$ cat config.mk
export PLATFORM = sky130hd
export DESIGN_NAME = level_display
export DESIGN_NICKNAME = d
export VERILOG_FILES = /design/src/rtl/level_display.sv
export SDC_FILE = /design/constraint.sdc
export NUM_CORES = 1
export LEC_CHECK = 0
export CORE_MARGIN = 3
export CORE_UTILIZATION = 44
export CTS_BUF_LIST = sky130_fd_sc_hd__clkbuf_8 sky130_fd_sc_hd__clkbuf_16
export CTS_CLUSTER_SIZE = 24
export DETAILED_ROUTE_END_ITERATION = 7
export HOLD_SLACK_MARGIN = 0.12
export PLACE_DENSITY = 0.76
export SLEW_MARGIN = 20
export SYNTH_ARGS = -nofsm -noshare
export SYNTH_HDL_FRONTEND = slang
export SYNTH_SLANG_ARGS = --single-unit
$ cat constraint.sdc
create_clock -name clk_2 -period 1.9 [get_ports clk_2]
set_clock_uncertainty 0.05 [all_clocks]
set_input_delay 0.285 -clock clk_2 [delete_from_list [all_inputs] [get_ports clk_2]]
set_output_delay 0.285 -clock clk_2 [all_outputs]
set_load 0.01 [all_outputs]
$ cat src/rtl/level_display.sv
// level_display
// Debounced thermometer-coded liquid-level indicator driving a 7-segment
// display plus status flags. A non-thermometer sensor code is treated as a
// sensor fault and shown as a blinking 'E'.
//
// Ports:
//   clk_2   in   1            clock, all state updates on rising edge
//   rst_n   in   1            asynchronous active-low reset
//   sensor  in   NSENS        bit i = liquid at sensor i, bit 0 lowest
//   SEG     out  8            bit 7 = decimal point, bits 6:0 = gfedcba
//   level   out  LW           accepted level 0..NSENS
//   valid   out  1            accepted code is a legal thermometer code
//   fault   out  1            = !valid
//   empty   out  1            valid && level == 0
//   full    out  1            valid && level == NSENS
module level_display #(
  parameter  int NSENS      = 3,
  parameter  int DEB_CYCLES = 4,
  parameter  int BLINK_HALF = 2,
  localparam int LW         = $clog2(NSENS + 1)
) (
  input  logic             clk_2,
  input  logic             rst_n,
  input  logic [NSENS-1:0] sensor,
  output logic [7:0]       SEG,
  output logic [LW-1:0]    level,
  output logic             valid,
  output logic             fault,
  output logic             empty,
  output logic             full
);

  // Counter widths are kept at least one bit wide so DEB_CYCLES=1 and
  // BLINK_HALF=1 still elaborate.
  localparam int CW = (DEB_CYCLES > 1) ? $clog2(DEB_CYCLES) : 1;
  localparam int BW = (BLINK_HALF > 1) ? $clog2(BLINK_HALF) : 1;
  localparam logic [CW-1:0] CNT_MAX   = CW'(DEB_CYCLES - 1);
  localparam logic [BW-1:0] BLINK_MAX = BW'(BLINK_HALF - 1);

  logic [NSENS-1:0] r_cand;
  logic [CW-1:0]    r_cnt;
  logic [NSENS-1:0] r_stable;
  logic [BW-1:0]    r_blink_cnt;
  logic             r_phase;

  logic             w_valid;
  logic [LW-1:0]    w_level;
  logic             w_full;
  logic             w_empty;
  logic             w_fault;
  logic [3:0]       w_digit;
  logic [7:0]       w_seg;

  // A thermometer code 2^k-1 becomes a power of two when incremented, so it
  // shares no set bit with its successor.
  function automatic logic is_thermo(input logic [NSENS-1:0] s);
    logic [NSENS:0] w_ext;
    logic [NSENS:0] w_inc;
    w_ext = {1'b0, s};
    w_inc = w_ext + {{NSENS{1'b0}}, 1'b1};
    return (w_ext & w_inc) == {(NSENS + 1){1'b0}};
  endfunction

  function automatic logic [LW-1:0] popcount(input logic [NSENS-1:0] s);
    logic [LW-1:0] c;
    c = {LW{1'b0}};
    for (int i = 0; i < NSENS; i++) begin
      c = c + LW'(s[i]);
    end
    return c;
  endfunction

  function automatic logic [6:0] seg_digit(input logic [3:0] d);
    logic [6:0] g;
    case (d)
      4'd0:    g = 7'h3F;
      4'd1:    g = 7'h06;
      4'd2:    g = 7'h5B;
      4'd3:    g = 7'h4F;
      4'd4:    g = 7'h66;
      4'd5:    g = 7'h6D;
      4'd6:    g = 7'h7D;
      4'd7:    g = 7'h07;
      4'd8:    g = 7'h7F;
      4'd9:    g = 7'h6F;
      default: g = 7'h00;
    endcase
    return g;
  endfunction

  // Debouncer: a candidate must be seen DEB_CYCLES consecutive edges before
  // it is committed to r_stable; any change restarts the count.
  always_ff @(posedge clk_2 or negedge rst_n) begin
    if (!rst_n) begin
      r_cand   <= {NSENS{1'b0}};
      r_cnt    <= {CW{1'b0}};
      r_stable <= {NSENS{1'b0}};
    end else if (sensor != r_cand) begin
      r_cand <= sensor;
      r_cnt  <= {CW{1'b0}};
    end else if (r_cnt == CNT_MAX) begin
      r_stable <= r_cand;
    end else begin
      r_cnt <= r_cnt + CW'(1);
    end
  end

  // Code validation and derived flags.
  always_comb begin
    w_valid = is_thermo(r_stable);
    w_level = {LW{1'b0}};
    if (w_valid) begin
      w_level = popcount(r_stable);
    end else begin
      w_level = {LW{1'b0}};
    end
    w_fault = !w_valid;
    w_empty = w_valid && (w_level == {LW{1'b0}});
    w_full  = w_valid && (w_level == LW'(NSENS));
    // Level k shows digit k-1; level 0 is handled as blank below.
    w_digit = 4'(w_level) - 4'd1;
  end

  // Blink generator: free-running only during a fault, restarting with the
  // 'E' visible at the start of every fault episode.
  always_ff @(posedge clk_2 or negedge rst_n) begin
    if (!rst_n) begin
      r_blink_cnt <= {BW{1'b0}};
      r_phase     <= 1'b1;
    end else if (!w_fault) begin
      r_blink_cnt <= {BW{1'b0}};
      r_phase     <= 1'b1;
    end else if (r_blink_cnt == BLINK_MAX) begin
      r_blink_cnt <= {BW{1'b0}};
      r_phase     <= ~r_phase;
    end else begin
      r_blink_cnt <= r_blink_cnt + BW'(1);
    end
  end

  // Segment pattern selection.
  always_comb begin
    w_seg = 8'h00;
    if (w_fault) begin
      if (r_phase) begin
        w_seg = 8'h79;
      end else begin
        w_seg = 8'h00;
      end
    end else if (w_level == {LW{1'b0}}) begin
      w_seg = 8'h00;
    end else begin
      w_seg = {w_full, seg_digit(w_digit)};
    end
  end

  assign SEG   = w_seg;
  assign level = w_level;
  assign valid = w_valid;
  assign fault = w_fault;
  assign empty = w_empty;
  assign full  = w_full;

endmodule

==> results.sh <==
export IMPL_max_freq_mhz=490
export IMPL_path_clk_slew_ns=0.05
export IMPL_synth_area_per_cell_um2=10.6
export IMPL_port_buffer_count=18
export IMPL_status="finished with violations"
export IMPL_dp_final_hpwl_um=941
export IMPL_cts_buffers=3
export IMPL_ir_worst_vdd_v=0.000369
export IMPL_die_width_um=43.4
export IMPL_avgRoutedWirePerCell_um=15.3
export IMPL_p_per_area_nw_per_um2=539
export IMPL_diodes=0
export IMPL_vias_per_cell=4.85
export IMPL_highest_signal_layer="met4"
export IMPL_fin_crit_sh=1.08
export IMPL_dr_wl_met3_um=84
export IMPL_dieArea_um2=1880
export IMPL_nets=102
export IMPL_critPathSlowestCell="dfrtp_1"
export IMPL_route_met2_wl_um=839
export IMPL_vias=500
export IMPL_cp_max_fo=5
export IMPL_grtUsageTotal=0.198
export IMPL_ios=19
export IMPL_yosysWarnings=0
export IMPL_place_ws_ns=-0.431
export IMPL_cts_tree="done"
export IMPL_cts_max_level=1
export IMPL_cp_slowest_stage_delay_ns=0.42
export IMPL_post_route_min_period_ns=2.04
export IMPL_clock_path_buffers=2
export IMPL_die_y_um=43.4
export IMPL_path_buf_inv=1
export IMPL_slew_headroom=0.722
export IMPL_grt_pass1_vias=517
export IMPL_reg2regPathDepth=3
export IMPL_utilization=0.811
export IMPL_antenna_found_initial=0
export IMPL_hold_class="in -> async"
export IMPL_drv_slew=0
export IMPL_crit_family="flip-flops"
export IMPL_root_buffer="clkbuf_8"
export IMPL_path_depth=5
export IMPL_dp_cells=94
export IMPL_required_ns=1.56
export IMPL_violations="setup timing"
export IMPL_core_um2=1200
export IMPL_initial_core_util=0.511
export IMPL_firstDrtPassIters=3
export IMPL_grt_pass1_wl_um=2600
export IMPL_timing_setup_tns_ns=-0.562
export IMPL_cts_hold_buffers=0
export IMPL_ys_seq_area_frac=0.409
export IMPL_num_rows=12
export IMPL_clkSinkCount=10
export IMPL_reg2reg_slack_ns=0.48
export IMPL_drc=0
export IMPL_synth_cells=58
export IMPL_cellLeakagePower_nw=0.477
export IMPL_synth_seq_cells=10
export IMPL_grt_overflow=0
export IMPL_seq_area_um2=254
export IMPL_hold_violations=0
export IMPL_fin_cells=103
export IMPL_fillerInstances=65
export IMPL_ant_nets=0
export IMPL_r2r_start="r_cand[1]$_DFFE_PN0P_"
export IMPL_end_kind="primary output"
export IMPL_critPathArrivalTime_ns=1.71
export IMPL_worstPathCellList="xnor2_2 > nand2_4 > ha_2 > o41ai_4 > buf_2"
export IMPL_drive_gt1_frac=0.562
export IMPL_synthesis_nets=70
export IMPL_synth_area_um2=614
export IMPL_postLayoutSetupSlackWorst_ns=-0.143
export IMPL_worstMarginPinSlew_ns=0.416
export IMPL_maxCapViolCount=0
export IMPL_area_growth_syn_to_layout_pct=58.7
export IMPL_grt_max_degree=11
export IMPL_synth_cell_types=24
export IMPL_routed_wl_um=1580
export IMPL_grt_setup_unrepaired="yes"
export IMPL_dr_first_iter_drc_count=2
export IMPL_place_congestion=0.698
export IMPL_rr_endpoint="r_stable[1]$_DFFE_PN0P_"
export IMPL_multi_input_area_um2=400
export IMPL_crit_type="reg -> out"
export IMPL_setup_viol=6
export IMPL_insertion_delay_ns=0.24
export IMPL_startpoint_type="register"
export IMPL_wl_met1_um=640
cells by family (layout without fill, tap and decap cells):
kind of cell | after synthesis | after routing | share of synthesized area
AND/OR/NAND/NOR | 16 | 16 | 0.147
AO/OA/AOI/OAI | 5 | 5 | 0.0652
flip-flops | 10 | 10 | 0.409
multiplexers | 4 | 4 | 0.0713
XOR/XNOR | 6 | 6 | 0.0855
buffers and inverters | 10 | 41 | 0.0794
adder cells (fa/ha/maj) | 7 | 7 | 0.143
Yosys cell counts (all sizes together):
cell | number | share of area
clkbuf | 3 | 0.018
mux2 | 3 | 0.055
inv | 5 | 0.031
o21ai | 3 | 0.024
nor2b | 2 | 0.033
dfrtp | 9 | 0.37
o41ai | 2 | 0.041
nand2 | 2 | 0.012
ha | 7 | 0.14
and2 | 3 | 0.031
dfstp | 1 | 0.043
or2 | 1 | 0.010
xor2 | 1 | 0.014
nor2 | 5 | 0.031
mux2i | 1 | 0.016
xnor2 | 5 | 0.071
nand3 | 1 | 0.0081
nor3b | 1 | 0.012
nand4 | 1 | 0.010
buf | 2 | 0.031
layer usage:
| layer | global-route usage | up-vias |
|---|---|---|
| li1 | - | 244 |
| met1 | 0.219 | 242 |
| met2 | 0.319 | 11 |
| met3 | 0.0871 | 3 |
| met4 | 0.108 | 0 |
| met5 | 0 | - |
report_power, final:
part           switching [mW]  total (mW)  internal, mW  leakage, nW
clock network          0.0861       0.228         0.142       0.0269
registers             0.00623       0.227         0.221        0.125
logic                  0.0339      0.0703        0.0364        0.325
total                   0.126       0.525         0.399        0.477
placed cells by master, fill, tap and decap left out, types with 2 or more instances in the layout:
cell type,synthesis,final
buf_4,1,13
buf_2,0,7
dfrtp_1,9,7
nor2_1,5,5
clkdlybuf4s50_1,0,5
xnor2_1,5,4
inv_2,1,3
inv_1,4,3
mux2_2,3,3
ha_4,0,3
ha_1,7,3
clkbuf_8,0,3
clkbuf_2,0,3
o21ai_0,3,2
and2_1,3,2
dfrtp_2,0,2
how the worst max path moves through the flow:
stage | startpoint | to | slack [ns]
2_1_floorplan | r_stable[1]$_DFFE_PN0P_ | SEG[3] | 0.001
3_3_place_gp | r_stable[1]$_DFFE_PN0P_ | SEG[3] | -0.35
3_5_place_dp | r_stable[1]$_DFFE_PN0P_ | SEG[3] | -0.43
4_1_cts | r_stable[1]$_DFFE_PN0P_ | SEG[3] | -0.17
5_1_grt | r_stable[2]$_DFFE_PN0P_ | SEG[5] | -0.23
6_report | r_stable[2]$_DFFE_PN0P_ | SEG[0] | -0.14
what timing repair did:
action	CTS	global route
cloned	0	0
resized for setup	48	15
hold endpoints to repair	0	0
setup endpoints to repair	13	13
setup buffers	4	1
pin swaps	3	2
flip-flops by register name, indices dropped and copies added (netlist names):
register and cells:
r_stable 3, r_blink_cnt 1, r_cnt 2, r_cand 3, r_phase 1
metrics by stage:
stage / cell area, µm² / hold WS [ns] / total power, mW
after floorplan: 634 / -0.0606 / 0.262
after global placement: 870 / 0.380 / 0.294
after detailed placement: 870 / 0.393 / 0.296
after CTS: 948 / 0.312 / 0.525
after global routing: 975 / 0.326 / 0.548
final: 975 / 0.297 / 0.525
area by class of cell:
class	count	area share
Tap cell	14	0.0180
Inverter	5	0.0193
Multi-Input combinational cell	38	0.411
Clock buffer	3	0.0424
Sequential cell	10	0.261
Clock inverter	1	0.00385
Timing Repair Buffer	32	0.245
(Power assumes the default switching activity.)
==> RTL edit: new RTL, same flow settings <==
Reset style: synchronous (`rst_n`), changed in 2 clocked blocks. Comments in the files are not updated.
--- a/src/rtl/level_display.sv
+++ b/src/rtl/level_display.sv
@@ -92,3 +92,3 @@
   // it is committed to r_stable; any change restarts the count.
-  always_ff @(posedge clk_2 or negedge rst_n) begin
+  always_ff @(posedge clk_2) begin
     if (!rst_n) begin
@@ -125,3 +125,3 @@
   // 'E' visible at the start of every fault episode.
-  always_ff @(posedge clk_2 or negedge rst_n) begin
+  always_ff @(posedge clk_2) begin
     if (!rst_n) begin
Function: differs if rst_n is asserted again (counterexample within 10 cycles, from zero or initial values and one cycle with rst_n low); with rst_n held inactive, the same outputs for 10 cycles.
==> RTL edit against the unedited design <==
Setup slack gained 0.20 ns. Synthesized cell count grew 1.7%. Core utilization shrank 6.9 points. Routed wire length shrank 23%. Sequential cell count is the same. Final area shrank 13%. Area after synthesis shrank 9.4%. Critical path type unchanged.
Power is not compared: it rests on default switching activity, and its combinational part moved more than twofold at a synthesized area within 25%.
==> RTL edit: results (changes against the unedited design) <==
* Syn_nets at 67 (was 70)
* Hold Crit Class: reg -> reg (was in -> async)
* Vias at 471 (was 500)
* Port bufs at 18 (unchanged)
* First-pass GRT wire length at 1.94 mm (was 2.60 mm)
* Worst-Margin Slew at 0.367 ns (was 0.416 ns)
* Crit-path slowest cell: dfxtp_4 (was dfrtp_1)
* Pre-antenna DRT Iters at 4 (was 3)
* Filler Cell Count at 89 (was 65)
* Flop-to-flop setup slack at 0.71 ns (was 0.48 ns)
* Top post-synthesis cells by area: dfxtp_1 (36%), mux2i_1 (7.2%), ha_1 (6.7%) (was dfrtp_1 (37%), ha_1 (14%), xnor2_1 (7.1%))
* Cells after synthesis at 59 (was 58)
* Crit path arrival time at 1.51 ns (was 1.71 ns)
* Status: finished, final reports clean (was complete, but fails checks)
* Placed cell areas at 779 um2 (was 870 um2)
* Async SR Flop Fraction at 0% (was 100%)
* Cell Count, Final, Fillers Out at 98 (was 103)
* Placed instance count at 93 (was 94)
* Main synth FF type: dfxtp_1 (was dfrtp_1)
* DR iter-0 viols at 6 (was 2)
* Layout cells sized above 1 at 35.7% (was 56.2%)
* CP max stage delay at 0.35 ns (was 0.42 ns)
* Layout net count at 94 (was 102)
* Pre-CTS worst setup slack at -0.0757 ns (was -0.431 ns)
* Worst-path fanout max at 3 (was 5)
* DRT Wirelength at 1.22 mm (was 1.58 mm)
* Count of cell types in the netlist at 26 (was 24)
* Post-synth top cells: dfxtp_1 (10), nand2_1 (7), mux2i_1 (4), xnor2_1 (4) (was dfrtp_1 (9), ha_1 (7), nor2_1 (5), xnor2_1 (5), inv_1 (4))
* Largest net degree at the start of global routing at 13 (was 11)
* Register area share after synthesis at 36.0% (was 40.9%)
-- RTL edit: changes by cell type after synthesis, moves of 2 or more --
cell	unedited run	this run
o21a_1	0	2
dfrtp_1	9	0
mux2_2	3	0
and2b_2	0	2
o21ai_0	3	0
nor2_1	5	3
dfxtp_1	0	10
mux2i_1	1	4
ha_1	7	3
nand2_1	2	7
-- RTL edit: metal layers --
layer,vias to the layer above,track usage [%],routed length (um)
li1,242,-,-
met4,0,1.92,0
met1,217,15.2,484
met3,0,7.79,69
met2,12,27.8,668
met5,-,0,0
-- RTL edit: kinds of logic after synthesis --
family	Yosys count	share of synthesized area [%]
buffers and inverters	8	6.96
muxes	5	9.89
adders and majority gates	3	6.74
and+or+nand+nor	23	23.6
DFF	10	36.0
AOI/OAI and AO/OA	5	8.99
xor gates and xnor gates	5	7.86
-- RTL edit: worst min-delay path: stages (launching register included) --
cell     delay [ns]
dfxtp_1        0.31
nand2_1        0.05
mux2i_1        0.06
-- RTL edit: path summary, 6_finish.rpt --
check        cells past startpoint   startpoint           to
min                              2    r_cand[2]  r_stable[2]
max reg2reg                      3     r_cnt[0]  r_stable[0]
max                              6  r_stable[2]       SEG[2]
min reg2reg                      2    r_cand[2]  r_stable[2]
-- RTL edit: area by class of cell --
class | count | share of cell area, %
Multi-Input combinational cell | 41 | 39.7
Timing Repair Buffer | 27 | 27.3
Sequential cell | 10 | 24.7
Clock buffer | 3 | 4.87
Tap cell | 14 | 2.07
Inverter | 3 | 1.33
-- RTL edit: through the flow --
stage                     utilization [%]  hold WS, ns
final                                74.2        0.419
after global routing                 74.2        0.426
after CTS                            73.2        0.420
after detailed placement             68.3        0.429
after global placement               68.3        0.409
after floorplan                         -        0.357
-- RTL edit: power by group through the flow --
stage / clock, mW / combinational (mW) / sequential, mW
final: 0.211 / 0.0263 / 0.215
after global routing: 0.229 / 0.0284 / 0.215
after CTS: 0.219 / 0.0263 / 0.218
after detailed placement: 0 / 0.0262 / 0.222
after global placement: 0 / 0.0252 / 0.222
after floorplan: 0 / 0.0144 / 0.221
-- RTL edit: what timing repair did --
action	in CTS	in global routing
endpoints found under the setup margin	11	10
pin swaps	1	3
resized for setup	26	9
hold buffers	0	0
buffers inserted	2	0
